--- src/rtl/jump_hazard_ctrl.sv ---
// jump_hazard_ctrl: decode-stage control-hazard controller for jump_unit.
// Tracks destination registers of the instructions in EX, MEM and WB.
// From them it derives the branch operand forwarding selects and the
// load-use stall. Taken branches and jumps become a PC redirect plus an
// IF/ID flush. Saturating counters record redirects and stalls.
module jump_hazard_ctrl #(
    parameter int XLEN  = 32,
    parameter int CNT_W = 16
) (
    input  logic             clk,
    input  logic             rst_n,
    input  logic             id_valid,
    input  logic [6:0]       id_opcode,
    input  logic [4:0]       id_rs1,
    input  logic [4:0]       id_rs2,
    input  logic [4:0]       id_rd,
    input  logic [XLEN-1:0]  id_pc,
    input  logic [XLEN-1:0]  imm,
    input  logic             br_en,
    input  logic             jal_en,
    input  logic             jalr_en,
    input  logic [XLEN-1:0]  jalr_PC,
    output logic [2:0]       forward_jump_operand1,
    output logic [2:0]       forward_jump_operand2,
    output logic             stall,
    output logic             flush,
    output logic             redirect_valid,
    output logic [XLEN-1:0]  redirect_pc,
    output logic [CNT_W-1:0] taken_cnt,
    output logic [CNT_W-1:0] stall_cnt
);

    localparam logic [6:0] OP_BR    = 7'b1100011;
    localparam logic [6:0] OP_JALR  = 7'b1100111;
    localparam logic [6:0] OP_LOAD  = 7'b0000011;
    localparam logic [6:0] OP_STORE = 7'b0100011;

    // Scoreboard entries: _p0 = EX, _p1 = MEM, _p2 = WB
    logic       ex_v_p0, mem_v_p1, wb_v_p2;
    logic [4:0] ex_rd_p0, mem_rd_p1, wb_rd_p2;
    logic       ex_ld_p0, mem_ld_p1;

    logic uses_rs1, uses_rs2, writer, is_load;
    logic haz_rs1, haz_rs2, adv, take;

    // Operand select with EX > MEM > WB priority. A load still in EX has no
    // value to forward yet, so it yields the register-file select; the stall
    // covers that case and the nearest producer still shadows older ones.
    function automatic logic [2:0] fwd_sel(
        input logic [4:0] rs,
        input logic       ex_v,
        input logic [4:0] ex_rd,
        input logic       ex_ld,
        input logic       mem_v,
        input logic [4:0] mem_rd,
        input logic       mem_ld,
        input logic       wb_v,
        input logic [4:0] wb_rd
    );
        logic [2:0] sel;
        sel = 3'd0;
        if (rs != 5'd0) begin
            if (ex_v && (ex_rd == rs))
                sel = ex_ld ? 3'd0 : 3'd1;
            else if (mem_v && (mem_rd == rs))
                sel = mem_ld ? 3'd3 : 3'd2;
            else if (wb_v && (wb_rd == rs))
                sel = 3'd4;
        end
        return sel;
    endfunction

    // Counter increment that sticks at all-ones.
    function automatic logic [CNT_W-1:0] sat_inc(input logic [CNT_W-1:0] c);
        return (&c) ? c : c + {{(CNT_W-1){1'b0}}, 1'b1};
    endfunction

    // Decode classification, forwarding selects, hazard and redirect decision.
    always_comb begin
        uses_rs1 = (id_opcode == OP_BR) || (id_opcode == OP_JALR);
        uses_rs2 = (id_opcode == OP_BR);
        is_load  = (id_opcode == OP_LOAD);
        writer   = (id_opcode != OP_BR) && (id_opcode != OP_STORE) && (id_rd != 5'd0);

        forward_jump_operand1 = uses_rs1 ?
            fwd_sel(id_rs1, ex_v_p0, ex_rd_p0, ex_ld_p0, mem_v_p1, mem_rd_p1,
                    mem_ld_p1, wb_v_p2, wb_rd_p2) : 3'd0;
        forward_jump_operand2 = uses_rs2 ?
            fwd_sel(id_rs2, ex_v_p0, ex_rd_p0, ex_ld_p0, mem_v_p1, mem_rd_p1,
                    mem_ld_p1, wb_v_p2, wb_rd_p2) : 3'd0;

        haz_rs1 = uses_rs1 && (id_rs1 != 5'd0) && ex_v_p0 && ex_ld_p0 && (ex_rd_p0 == id_rs1);
        haz_rs2 = uses_rs2 && (id_rs2 != 5'd0) && ex_v_p0 && ex_ld_p0 && (ex_rd_p0 == id_rs2);
        stall   = id_valid && (haz_rs1 || haz_rs2);
        adv     = id_valid && !stall;
        take    = adv && (br_en || jal_en || jalr_en);

        redirect_valid = take;
        flush          = take;
        redirect_pc    = '0;
        if (take)
            redirect_pc = jalr_en ? {jalr_PC[XLEN-1:1], 1'b0} : (id_pc + imm);
    end

    // Scoreboard valid bits and event counters; reset clears every entry.
    always_ff @(posedge clk or negedge rst_n) begin
        if (!rst_n) begin
            ex_v_p0   <= 1'b0;
            mem_v_p1  <= 1'b0;
            wb_v_p2   <= 1'b0;
            taken_cnt <= '0;
            stall_cnt <= '0;
        end else begin
            ex_v_p0  <= adv && writer;
            mem_v_p1 <= ex_v_p0;
            wb_v_p2  <= mem_v_p1;
            if (take)
                taken_cnt <= sat_inc(taken_cnt);
            if (stall)
                stall_cnt <= sat_inc(stall_cnt);
        end
    end

    // Scoreboard register index and load flag; only meaningful when valid.
    always_ff @(posedge clk) begin
        ex_rd_p0  <= id_rd;
        ex_ld_p0  <= is_load;
        mem_rd_p1 <= ex_rd_p0;
        mem_ld_p1 <= ex_ld_p0;
        wb_rd_p2  <= mem_rd_p1;
    end

endmodule
--- config.mk ---
export PLATFORM = sky130hd
export DESIGN_NAME = jump_hazard_ctrl
export DESIGN_NICKNAME = d
export VERILOG_FILES = /design/src/rtl/jump_hazard_ctrl.sv
export SDC_FILE = /design/constraint.sdc
export NUM_CORES = 1
export LEC_CHECK = 0
export BUFFER_PORTS_ARGS = -buffer_cell sky130_fd_sc_hd__buf_2
export CAP_MARGIN = 25
export CORE_MARGIN = 1
export CORE_UTILIZATION = 40
export DETAILED_ROUTE_END_ITERATION = 8
export GPL_ROUTABILITY_DRIVEN = 1
export HOLD_SLACK_MARGIN = 0.05
export PLACE_DENSITY = 0.67
export SKIP_LAST_GASP = 1
export SYNTH_ARGS = -nofsm -noshare
export SYNTH_HDL_FRONTEND = slang
export SYNTH_SLANG_ARGS = --single-unit
--- constraint.sdc ---
create_clock -name clk -period 5 [get_ports clk]
set_input_delay 0.5 -clock clk [delete_from_list [all_inputs] [get_ports clk]]
set_output_delay 0.5 -clock clk [all_outputs]
set_load 0.03 [all_outputs]
# After elaboration in Yosys (flattened, before gate mapping)
# Index checks and enable logic that the tools add are counted.
# word_totals
register_bits	52
wordCells	72
output_inout_bits	73
input_bits	124
# op_classes
n_reduce_logical	32
add_sub_neg	3
n_mux	14
bitwise_logic	2
eq_ne	11
# op_table
cell	n
$mux 32	2
$add 16x1->16 const B	2
$add 32x32->32	1
$reduce_and 16->1	2
$eq 5x5->1	6
$mux 3	10
$logic_and 1x1->1	20
$reduce_bool 5->1	3
$eq 7x7->1 const B	2
$eq 7x2->1 const B	1
$ne 7x6->1 const B	1
$ne 7x7->1 const B	1
$logic_or 1x1->1	4
$reduce_and 2->1	2
$mux 1	2
$not 1->1	2
$logic_not 1->1	1

# Longest topological paths before layout
# Gate-level depths: netlist (run 1).
# logic_depth
word_depth	12
mapped_depth	11
ltp_nobuf	11

# Worst setup path before layout (run 1)
# Ideal clock, no wire load.
# synth_path
kind	input to output
startpoint	input id_pc[0]
endpoint	output redirect_pc[20]
n_path_buf	0
required_ns	4.500
slack_ns	1.334
arrival_ns	3.166
path_stages	10
path_cell_list	ha_1 -> fa_1 -> a21o_1 -> nand4_1 -> a21boi_1 -> a211o_1 -> a311o_1 -> a31oi_1 -> xor2_1 -> o31ai_1
# synth_between
elab_chain_cells	3
# synth_lines
item	line	source
start: declaration	17	input logic [XLEN-1:0] id_pc,
$add 32x32->32	102	redirect_pc = jalr_en ? {jalr_PC[XLEN-1:1], 1'b0} : (id_pc + imm);
$mux 32	102	
$mux 32	101	if (take)
end: declaration	28	output logic [XLEN-1:0] redirect_pc,
# No other way between the ends.

# Worst setup path in the final report (run 1)
# layout_path
startpoint	input id_pc[0]
endpoint	output redirect_pc[30]
# Same word-level chain as after synthesis.

==> flow_metrics.env, run 1 <==
export IMPL_top_usage_layer="met2"
export IMPL_synth_top_flop_cell="dfrtp_1"
export IMPL_htreeDepth=2
export IMPL_std_cell_rows=37
export IMPL_ys_ff_latch=52
export IMPL_viasPerCell=5.27
export IMPL_drc=0
export IMPL_cts_sinks=52
export IMPL_power_leakage_uw=0.00286
export IMPL_routed_via_count=4493
export IMPL_syn_area_per_cell_um2=8.33
export IMPL_worst_pin_slew_ps=772
export IMPL_dr_first_iter_drc_count=192
export IMPL_cts_resized=0
export IMPL_max_freq_mhz=264
export IMPL_dp_hpwl_um=9910
export IMPL_syn_area_um2=4380
export IMPL_antenna_found_initial=0
export IMPL_grt_pass1_vias=4291
export IMPL_setup_viol=0
export IMPL_most_common_layout_cells="buf_2 (195), nor2_1 (71), xor2_1 (51)"
export IMPL_ant_nets=0
export IMPL_nNetsFinal=873
export IMPL_track_usage=0.213
export IMPL_crit_path_cell_trace="buf_2, ha_1, fa_1, a21o_1, nand4_1, a21boi_1, a211o_1, a211oi_1, nor2_1, a31oi_1, nor4_1, or3_1, buf_2"
export IMPL_hold_path_class="in2async"
export IMPL_post_route_period_util=0.759
export IMPL_synth_seq_area_share=0.278
export IMPL_clockRootBuffer="clkbuf_8"
export IMPL_core_area_um2=10500
export IMPL_clk_pin_slew_ps=100
export IMPL_cp_num_buf_inv=2
export IMPL_final_common_cell="buf_2"
export IMPL_area_growth_pct=27.4
export IMPL_io_pins=197
export IMPL_yosysWarningCount=0
export IMPL_grt_pass1_wl_um=19700
export IMPL_crit_fanout=5
export IMPL_wire_per_inst_um=14.3
export IMPL_grtUsageMet2=0.386
export IMPL_clk_latency_ps=320
export IMPL_synth_edff_count=0
export IMPL_reg2reg_from="ex_rd_p0[1]"
export IMPL_clk_path_buf_depth=2
export IMPL_fin_skew_ps=15.7
export IMPL_irDropWorstVdd_mv=0.171
export IMPL_die_area_um2=11400
export IMPL_fin_tns_setup_ps=0
export IMPL_stdcell_count=852
export IMPL_cts_tree="built"
export IMPL_cp_data_arrival_time_ps=3290
export IMPL_powerDensity_nw_per_um2=235
export IMPL_routed_wirelength_um=12200
export IMPL_slew_viol_final=0
export IMPL_use_met1=0.261
export IMPL_antenna_cells=0
export IMPL_rsz0062_at_grt="no"
export IMPL_cap_violations=0
export IMPL_overflow=0
export IMPL_dp_cells=844
export IMPL_post_cts_setup_buffer_count=0
export IMPL_holdWs_ps=255
export IMPL_relSlewSlack=0.481
export IMPL_slowest_stage="fa_1"
export IMPL_initial_core_util=0.418
export IMPL_crit_family="compound AO/OA/AOI/OAI gates"
export IMPL_crit_path_start="id_pc[0]"
export IMPL_async_reset_ff_frac=0.673
export IMPL_synth_distinct_cells=60
export IMPL_port_buffers=195
export IMPL_cts_buffers=5
export IMPL_finalCriticalPeriod_ps=3790
export IMPL_fp_dieW_um=107
export IMPL_cpMostUsedCell="buf_2"
export IMPL_worst_ep_required_time_ps=4500
export IMPL_cts_hold_buf=0
export IMPL_hold_viol=0
export IMPL_syn_nets=683
export IMPL_startpoint_type="input port"
export IMPL_critPathCaptureType="primary output"
export IMPL_slowest_delay_ps=430
export IMPL_status="complete, no violations"
export IMPL_grt_max_degree=59
export IMPL_die_y_um=107
export IMPL_drive_above_1_share=0.300
export IMPL_syn_instance_count=525
export IMPL_globalplace_congestion=0.861
export IMPL_drt_pass1_iter_count=4
export IMPL_globalRouteMet3Util=0.0286
export IMPL_path_class="in2out"
cell usage after synthesis, types with 3 or more instances:
cell       n  share of area
o21a_1     3         0.0051
nand4_1   14          0.020
nor4_1     9          0.013
nor2b_1    4         0.0057
or3_1      3         0.0043
a21o_1    16          0.027
a31oi_1    7          0.010
nand2_1   32          0.027
inv_1     12          0.010
o22ai_1    3         0.0043
a211oi_1   4         0.0069
nand3_1   19          0.022
and3_1     7          0.010
dfrtp_1   35           0.20
mux2i_1    9          0.021
xor2_1    51           0.10
clkbuf_1  10         0.0086
a21boi_1   3         0.0051
a21oi_1   48          0.055
nor3_1    11          0.013
o21ai_1    5         0.0057
and2_1     3         0.0043
xnor2_1   36          0.072
a211o_1    4         0.0080
o21ai_0   12          0.014
nor2_1    71          0.061
dfxtp_1   17          0.078
nor4_2     3         0.0086
ha_1      33          0.094
report_power, final:
| group | leakage, uW | switching (uW) | total (uW) | internal, uW |
|---|---|---|---|---|
| clock network | 0.0000445 | 136 | 248 | 113 |
| registers | 0.000588 | 46.8 | 498 | 451 |
| logic | 0.00223 | 342 | 563 | 222 |
| total | 0.00286 | 524 | 1310 | 785 |
through the flow:
stage | worst slack (ps) | utilization | instance area, um^2 | total power, uW
finish | 1210 | 0.533 | 5570 | 1310
global route | 975 | 0.533 | 5570 | 1390
CTS | 1200 | 0.533 | 5570 | 1320
detailed placement | 1200 | 0.524 | 5480 | 1070
global placement | 1250 | 0.524 | 5480 | 1060
floorplan | 1330 | - | 4380 | 886
worst reg2reg max path: cells and delay by family, from the launching register on:
family,cells,cell delay (ps)
AO/OA/AOI/OAI,1,200
XOR/XNOR,2,330
flip-flops,1,340
AND/OR/NAND/NOR,6,1740
registers in the layout, indices dropped and copies added, names as in the netlist:
name	flops
wb_rd_p2	5
mem_v_p1	1
ex_ld_p0	1
mem_rd_p1	5
ex_rd_p0	5
wb_v_p2	1
ex_v_p0	1
stall_cnt	16
taken_cnt	16
mem_ld_p1	1
path summary, 6_finish.rpt:
check                      depth (start not counted)               to  slack, ps
hold reg to reg                                    0     mem_rd_p1[3]        380
max in group asynchronous                          1         mem_v_p1       4240
hold / removal                                     1     stall_cnt[3]        260
setup reg to reg                                   9     stall_cnt[9]       2330
min in group clk                                   1      ex_rd_p0[0]        310
setup / recovery                                  13  redirect_pc[30]       1210
layout make-up:
| class | count | area, um^2 |
|---|---|---|
| clock buffers | 7 | 86.3 |
| clock inverters | 1 | 7.51 |
| fillers | 1034 | 4890 |
| inverters | 13 | 48.8 |
| multi-input cells | 446 | 3050 |
| flip-flops and latches | 52 | 1220 |
| well taps | 136 | 170 |
| repair buffers | 197 | 991 |
kinds of logic after synthesis:
kind of cell    synth area share
xor+xnor                   0.174
compound gates             0.175
buf+inv                   0.0243
simple gates               0.224
mux                       0.0257
fa+ha+maj                 0.0989
flops                      0.278
layer usage:
metal	up-vias	routed length, um
met5	-	0
met4	0	195
met3	11	586
met2	130	6030
met1	2084	5350
li1	2268	-
Note: power is estimated with default switching activity, not from simulation.
==> inputs of run 2 (changes only) <==
ABC_AREA = 1   (was unset)
PLACE_DENSITY = 0.65   (was 0.67)
clock period = 3.4 ns   (was 5 ns; I/O delays follow)
==> run 2 against run 1 <==
Critical path depth down 5. Hold slack worse by 120 ps. Clock power up 120%. Clock-buffer cell count unchanged. Combinational power up 58%. Synthesized area up 40%. Sequential share of layout area down 5.4 points. Largest cell class unchanged. Routed wire length up 49%. Sequential power up 42%. Largest power group unchanged. Worst setup slack worse by 570 ps. Via count up 53%. Power up 64%.
==> flow_metrics.env, run 2 <==
export IMPL_status="complete, no violations"
export IMPL_clockRootBuffer="clkbuf_16"
export IMPL_worst_ep_required_time_ps=3060
export IMPL_cts_tree="built"
export IMPL_syn_instance_count=1068
export IMPL_synth_top_area_cell="nand2_1"
export IMPL_dp_cells=1432
export IMPL_startpoint_type="input port"
export IMPL_nFillCells=1598
export IMPL_clk_latency_ps=290
export IMPL_ys_top_cells_by_area="nand2_1 (23%), dfrtp_1 (14%), inv_1 (11%), nor2_1 (7.6%), ha_1 (6.7%)"
export IMPL_dr_first_iter_drc_count=414
export IMPL_crit_path_cell_trace="buf_2, nor3_1, inv_1, nand4_2, nor2_1, nand2_1, inv_1, buf_2"
export IMPL_syn_nets=1226
export IMPL_irDropWorstVdd_mv=0.236
export IMPL_die_y_um=126
export IMPL_yosysWarningCount=0
export IMPL_drt_pass1_iter_count=5
export IMPL_core_area_um2=14800
export IMPL_area_growth_pct=20.7
export IMPL_synth_common_cells="nand2_1 (372), inv_1 (187), nor2_1 (124)"
export IMPL_clk_path_buf_depth=2
export IMPL_placed_cell_area_um2=7240
export IMPL_most_common_layout_cells="nand2_1 (372), buf_2 (195), inv_1 (187)"
export IMPL_yosys_cell_count_top_type="nand2_1"
export IMPL_stdcell_count=1442
export IMPL_relSlewSlack=0.446
export IMPL_viasPerCell=4.76
export IMPL_path_class="in2out"
export IMPL_post_cts_setup_buffer_count=0
export IMPL_cp_num_buf_inv=4
export IMPL_synth_edff_count=0
export IMPL_drc=0
export IMPL_initial_core_util=0.416
export IMPL_final_common_cell="nand2_1"
export IMPL_cts_hold_buf=0
export IMPL_async_reset_ff_frac=0.673
export IMPL_overflow=0
export IMPL_slowest_stage="nand4_2"
export IMPL_cts_buffers=5
export IMPL_syn_area_um2=6130
export IMPL_std_cell_rows=44
export IMPL_grt_pass1_vias=6152
export IMPL_globalplace_congestion=0.904
export IMPL_powerDensity_nw_per_um2=289
export IMPL_hold_path_class="in2async"
export IMPL_routed_wirelength_um=18100
export IMPL_slew_viol_final=0
export IMPL_grt_pass1_wl_um=29900
export IMPL_htreeDepth=2
export IMPL_multi_input_area_um2=4080
export IMPL_track_usage=0.230
export IMPL_max_freq_mhz=362
export IMPL_syn_area_per_cell_um2=5.74
export IMPL_power_leakage_uw=0.00434
export IMPL_grt_max_degree=45
export IMPL_rsz0062_at_grt="no"
export IMPL_die_area_um2=15800
export IMPL_cp_data_arrival_time_ps=2430
export IMPL_synth_seq_area_share=0.198
export IMPL_fin_skew_ps=4.19
export IMPL_nNetsFinal=1413
export IMPL_fp_dieW_um=126
export IMPL_post_route_period_util=0.814
export IMPL_clk_pin_slew_ps=70
export IMPL_slowest_delay_ps=640
export IMPL_yosysTopAreaCellShare=0.228
export IMPL_antenna_found_initial=2
export IMPL_io_pins=197
export IMPL_cts_sinks=52
export IMPL_postLayoutCellArea_um2=7410
export IMPL_hold_viol=0
export IMPL_worst_pin_slew_ps=831
export IMPL_routed_via_count=6857
export IMPL_ys_ff_latch=52
export IMPL_crit_fanout=25
export IMPL_setup_viol=0
export IMPL_critPathCaptureType="primary output"
export IMPL_port_buffers=195
export IMPL_synth_top_flop_cell="dfrtp_1"
export IMPL_regArea_um2=1220
export IMPL_cts_resized=0
export IMPL_crit_family="simple AND/OR/NAND/NOR gates"
export IMPL_drive_above_1_share=0.205
export IMPL_cap_violations=0
export IMPL_reg_largest_list="stall_cnt x16, taken_cnt x16"
export IMPL_finalCriticalPeriod_ps=2770
export IMPL_synth_distinct_cells=41
export IMPL_dp_hpwl_um=14900
export IMPL_wire_per_inst_um=12.6
export IMPL_ant_nets=0
export IMPL_fin_tns_setup_ps=0
## run 2: final timing paths
check,startpoint,end,slack (ps),depth (start not counted)
max in group asynchronous,rst_n,taken_cnt[1],2730,1
hold / removal,rst_n,stall_cnt[4],140,1
hold reg to reg,mem_rd_p1[0],wb_rd_p2[0],350,0
setup reg to reg,taken_cnt[0],taken_cnt[5],1190,7
min in group clk,id_rd[0],ex_rd_p0[0],190,1
setup / recovery,jalr_en,redirect_pc[31],630,8
## run 2: cells by family (layout without fill, tap and decap cells)
logic type      Yosys count  after routing  synth area share
fa+ha+maj                34             34            0.0706
xor+xnor                 40             40            0.0571
flops                    52             52             0.198
other cells               0              2                 0
buf+inv                 210            398             0.137
simple gates            645            645             0.451
compound gates           87             87            0.0863
## run 2: area by class of cell
cell class	count	share of cell area
antenna	2	0.000676
clock buffer	7	0.0208
clock inverter	1	0.00118
inverter	194	0.0983
multi-input combinational	806	0.551
sequential	52	0.164
tap	184	0.0311
timing repair buffer	196	0.133
## run 2: worst register-to-register path, delay by kind of cell (launching register included)
| kind | cells | cell delay (ps) |
|---|---|---|
| adders and majority gates | 1 | 240 |
| DFF | 1 | 410 |
| and+or+nand+nor | 6 | 1490 |
## run 2: power breakdown
group	internal [uW]	total, uW	switching [uW]
sequential	652	705	53.4
clock	321	550	229
combinational	306	887	581
total	1280	2140	863
## run 2: metal layers
layer	global-route usage	part of all wire
met3	0.0246	0.061
met1	0.322	0.49
met4	0.0432	0.011
met2	0.385	0.44
met5	0	0
## run 2: through the flow
step | utilization | total power [uW] | hold slack [ps] | setup WS, ps
global placement | 0.491 | 1600 | 335 | 571
global route | 0.502 | 2290 | 186 | 368
detailed placement | 0.491 | 1600 | 341 | 554
finish | 0.502 | 2140 | 137 | 634
floorplan | - | 1310 | 44.4 | 1050
CTS | 0.502 | 2150 | 171 | 548
==> inputs of run 3 (changes only) <==
ABC_AREA = 0   (was 1)
PLACE_DENSITY = 0.67   (was 0.65)
clock period = 2.8 ns   (was 3.4 ns; I/O delays follow)
==> run 3 against run 2 <==
The flow now finishes with violations (setup timing). Clock-buffer cell count decreased by 2. Routed wire length is 19% lower. Sequential power increased by 27%. Register-to-register slack got worse by 830 ps. Power up 25%. Hold slack got worse by 96 ps. Cell area fell by 7.4%. Worst setup slack worse by 790 ps. Utilization rose by 15 points. Via count down 27%.
==> flow_metrics.env, run 3 (same netlist as run 1, synthesis figures left out) <==
export IMPL_globalplace_congestion=0.853
export IMPL_crit_path_cell_trace="buf_2, ha_4, a21o_1, a211o_1, a311oi_2, a211o_1, nand4_1, a41oi_2, xor2_1, or3_4, a21oi_4, buf_6"
export IMPL_relSlewSlack=0.470
export IMPL_clk_pin_slew_ps=110
export IMPL_fin_tns_setup_ps=-1080
export IMPL_dr_first_iter_drc_count=211
export IMPL_std_cell_rows=37
export IMPL_wire_per_inst_um=15.6
export IMPL_post_route_period_util=1.06
export IMPL_dp_hpwl_um=11600
export IMPL_htreeDepth=2
export IMPL_powerDensity_nw_per_um2=391
export IMPL_crit_fanout=2
export IMPL_slew_viol_final=0
export IMPL_grt_pass1_wl_um=23100
export IMPL_p_clk_frac=0.169
export IMPL_p_sw_frac=0.407
export IMPL_slowest_delay_ps=350
export IMPL_final_common_cell="buf_2"
export IMPL_rsz0062_at_grt="yes"
export IMPL_fin_skew_ps=11.0
export IMPL_cts_hold_buf=0
export IMPL_utilization=0.655
export IMPL_finalCriticalPeriod_ps=2960
export IMPL_overflow=0
export IMPL_cp_num_buf_inv=2
export IMPL_reg_largest_list="stall_cnt x16, taken_cnt x16"
export IMPL_grt_max_degree=59
export IMPL_cts_sinks=52
export IMPL_io_pins=197
export IMPL_crit_family="compound AO/OA/AOI/OAI gates"
export IMPL_clockRootBuffer="clkbuf_8"
export IMPL_p_switching_uw=1090
export IMPL_routed_wirelength_um=14800
export IMPL_core_area_um2=10500
export IMPL_die_y_um=107
export IMPL_ant_nets=0
export IMPL_initial_core_util=0.418
export IMPL_routed_via_count=5016
export IMPL_status="complete, but fails checks"
export IMPL_cp_data_arrival_time_ps=2680
export IMPL_cap_violations=0
export IMPL_antenna_found_initial=0
export IMPL_p_comb_frac=0.498
export IMPL_clk_path_buf_depth=2
export IMPL_fp_dieW_um=107
export IMPL_viasPerCell=5.31
export IMPL_slowest_stage="or3_4"
export IMPL_antenna_cells=0
export IMPL_max_freq_mhz=338
export IMPL_nNetsFinal=965
export IMPL_reg2reg_depth=11
export IMPL_cts_tree="built"
export IMPL_track_usage=0.250
export IMPL_drc=0
export IMPL_area_growth_pct=56.7
export IMPL_hold_viol=0
export IMPL_startpoint_type="input port"
export IMPL_violations="setup timing"
export IMPL_internal_power_uw=1590
export IMPL_grt_pass1_vias=5092
export IMPL_setup_viol=14
export IMPL_worst_pin_slew_ps=795
export IMPL_irDropWorstVdd_mv=0.255
export IMPL_path_class="in2out"
export IMPL_holdWs_ps=41.1
export IMPL_cpMostUsedCell="a211o_1"
export IMPL_reg2reg_from="ex_rd_p0[4]"
export IMPL_clk_latency_ps=310
export IMPL_most_common_layout_cells="buf_2 (176), buf_4 (95), nor2_1 (69)"
export IMPL_power_frac_seq=0.333
export IMPL_drt_pass1_iter_count=4
export IMPL_die_area_um2=11400
export IMPL_hold_path_class="in2async"
export IMPL_cts_buffers=5
export IMPL_port_buffers=195
export IMPL_r2r_slack_ps=360
export IMPL_reg2reg_to="taken_cnt[13]"
export IMPL_fin_ws_ps=-161
export IMPL_power_leakage_uw=0.00341
export IMPL_worst_ep_required_time_ps=2520
export IMPL_critPathCaptureType="primary output"
export IMPL_drive_above_1_share=0.452
run 3: repair_timing:
item,in CTS,in global routing
gates resized for setup,55,50
buffers inserted,6,6
setup endpoints to repair,16,32
endpoints found under the hold margin,0,0
pin swaps,26,30
gates cloned,0,0
run 3: power by group through the flow:
stage	logic, uW	registers, uW	clock network (uW)
after CTS	1240	892	466
after global placement	1140	905	0
final	1330	893	454
after detailed placement	1160	907	0
after global routing	1430	904	493
after floorplan	619	980	0
run 3: routing by layer:
layer | up-vias | global-route usage | share of wire | wire (um)
met4 | 0 | 0.0665 | 0.018 | 260
met2 | 165 | 0.494 | 0.54 | 8020
met3 | 20 | 0.0182 | 0.038 | 554
li1 | 2452 | - | - | -
met1 | 2379 | 0.285 | 0.40 | 5920
met5 | - | 0 | 0 | 0
run 3: layout make-up:
cell class / count / area, um^2
clock buffers: 5 / 68.8
clock inverters: 3 / 27.5
fillers: 920 / 3610
inverters: 13 / 48.8
multi-input cells: 446 / 3530
flip-flops and latches: 52 / 1220
well taps: 136 / 170
repair buffers: 289 / 1800
run 3: metrics by stage:
| stage | area, um^2 | std cells | power (uW) | setup slack, ps |
|---|---|---|---|---|
| 2_1_floorplan | 4440 | 525 | 1600 | -37.0 |
| 3_3_place_gp | 6140 | 924 | 2050 | -362 |
| 3_5_place_dp | 6140 | 924 | 2060 | -387 |
| 4_1_cts | 6550 | 938 | 2600 | -214 |
| 5_1_grt | 6860 | 944 | 2830 | -268 |
| 6_report | 6860 | 944 | 2680 | -161 |
run 3: worst max-delay path by stage:
stage              start  cells past startpoint               to
6_report       id_pc[14]                     12  redirect_pc[27]
5_1_grt        id_pc[14]                     14  redirect_pc[21]
4_1_cts         id_pc[0]                     12  redirect_pc[20]
3_5_place_dp    id_pc[0]                     13  redirect_pc[30]
3_3_place_gp    id_pc[0]                     13  redirect_pc[30]
2_1_floorplan  id_rs1[1]                      8  redirect_pc[15]
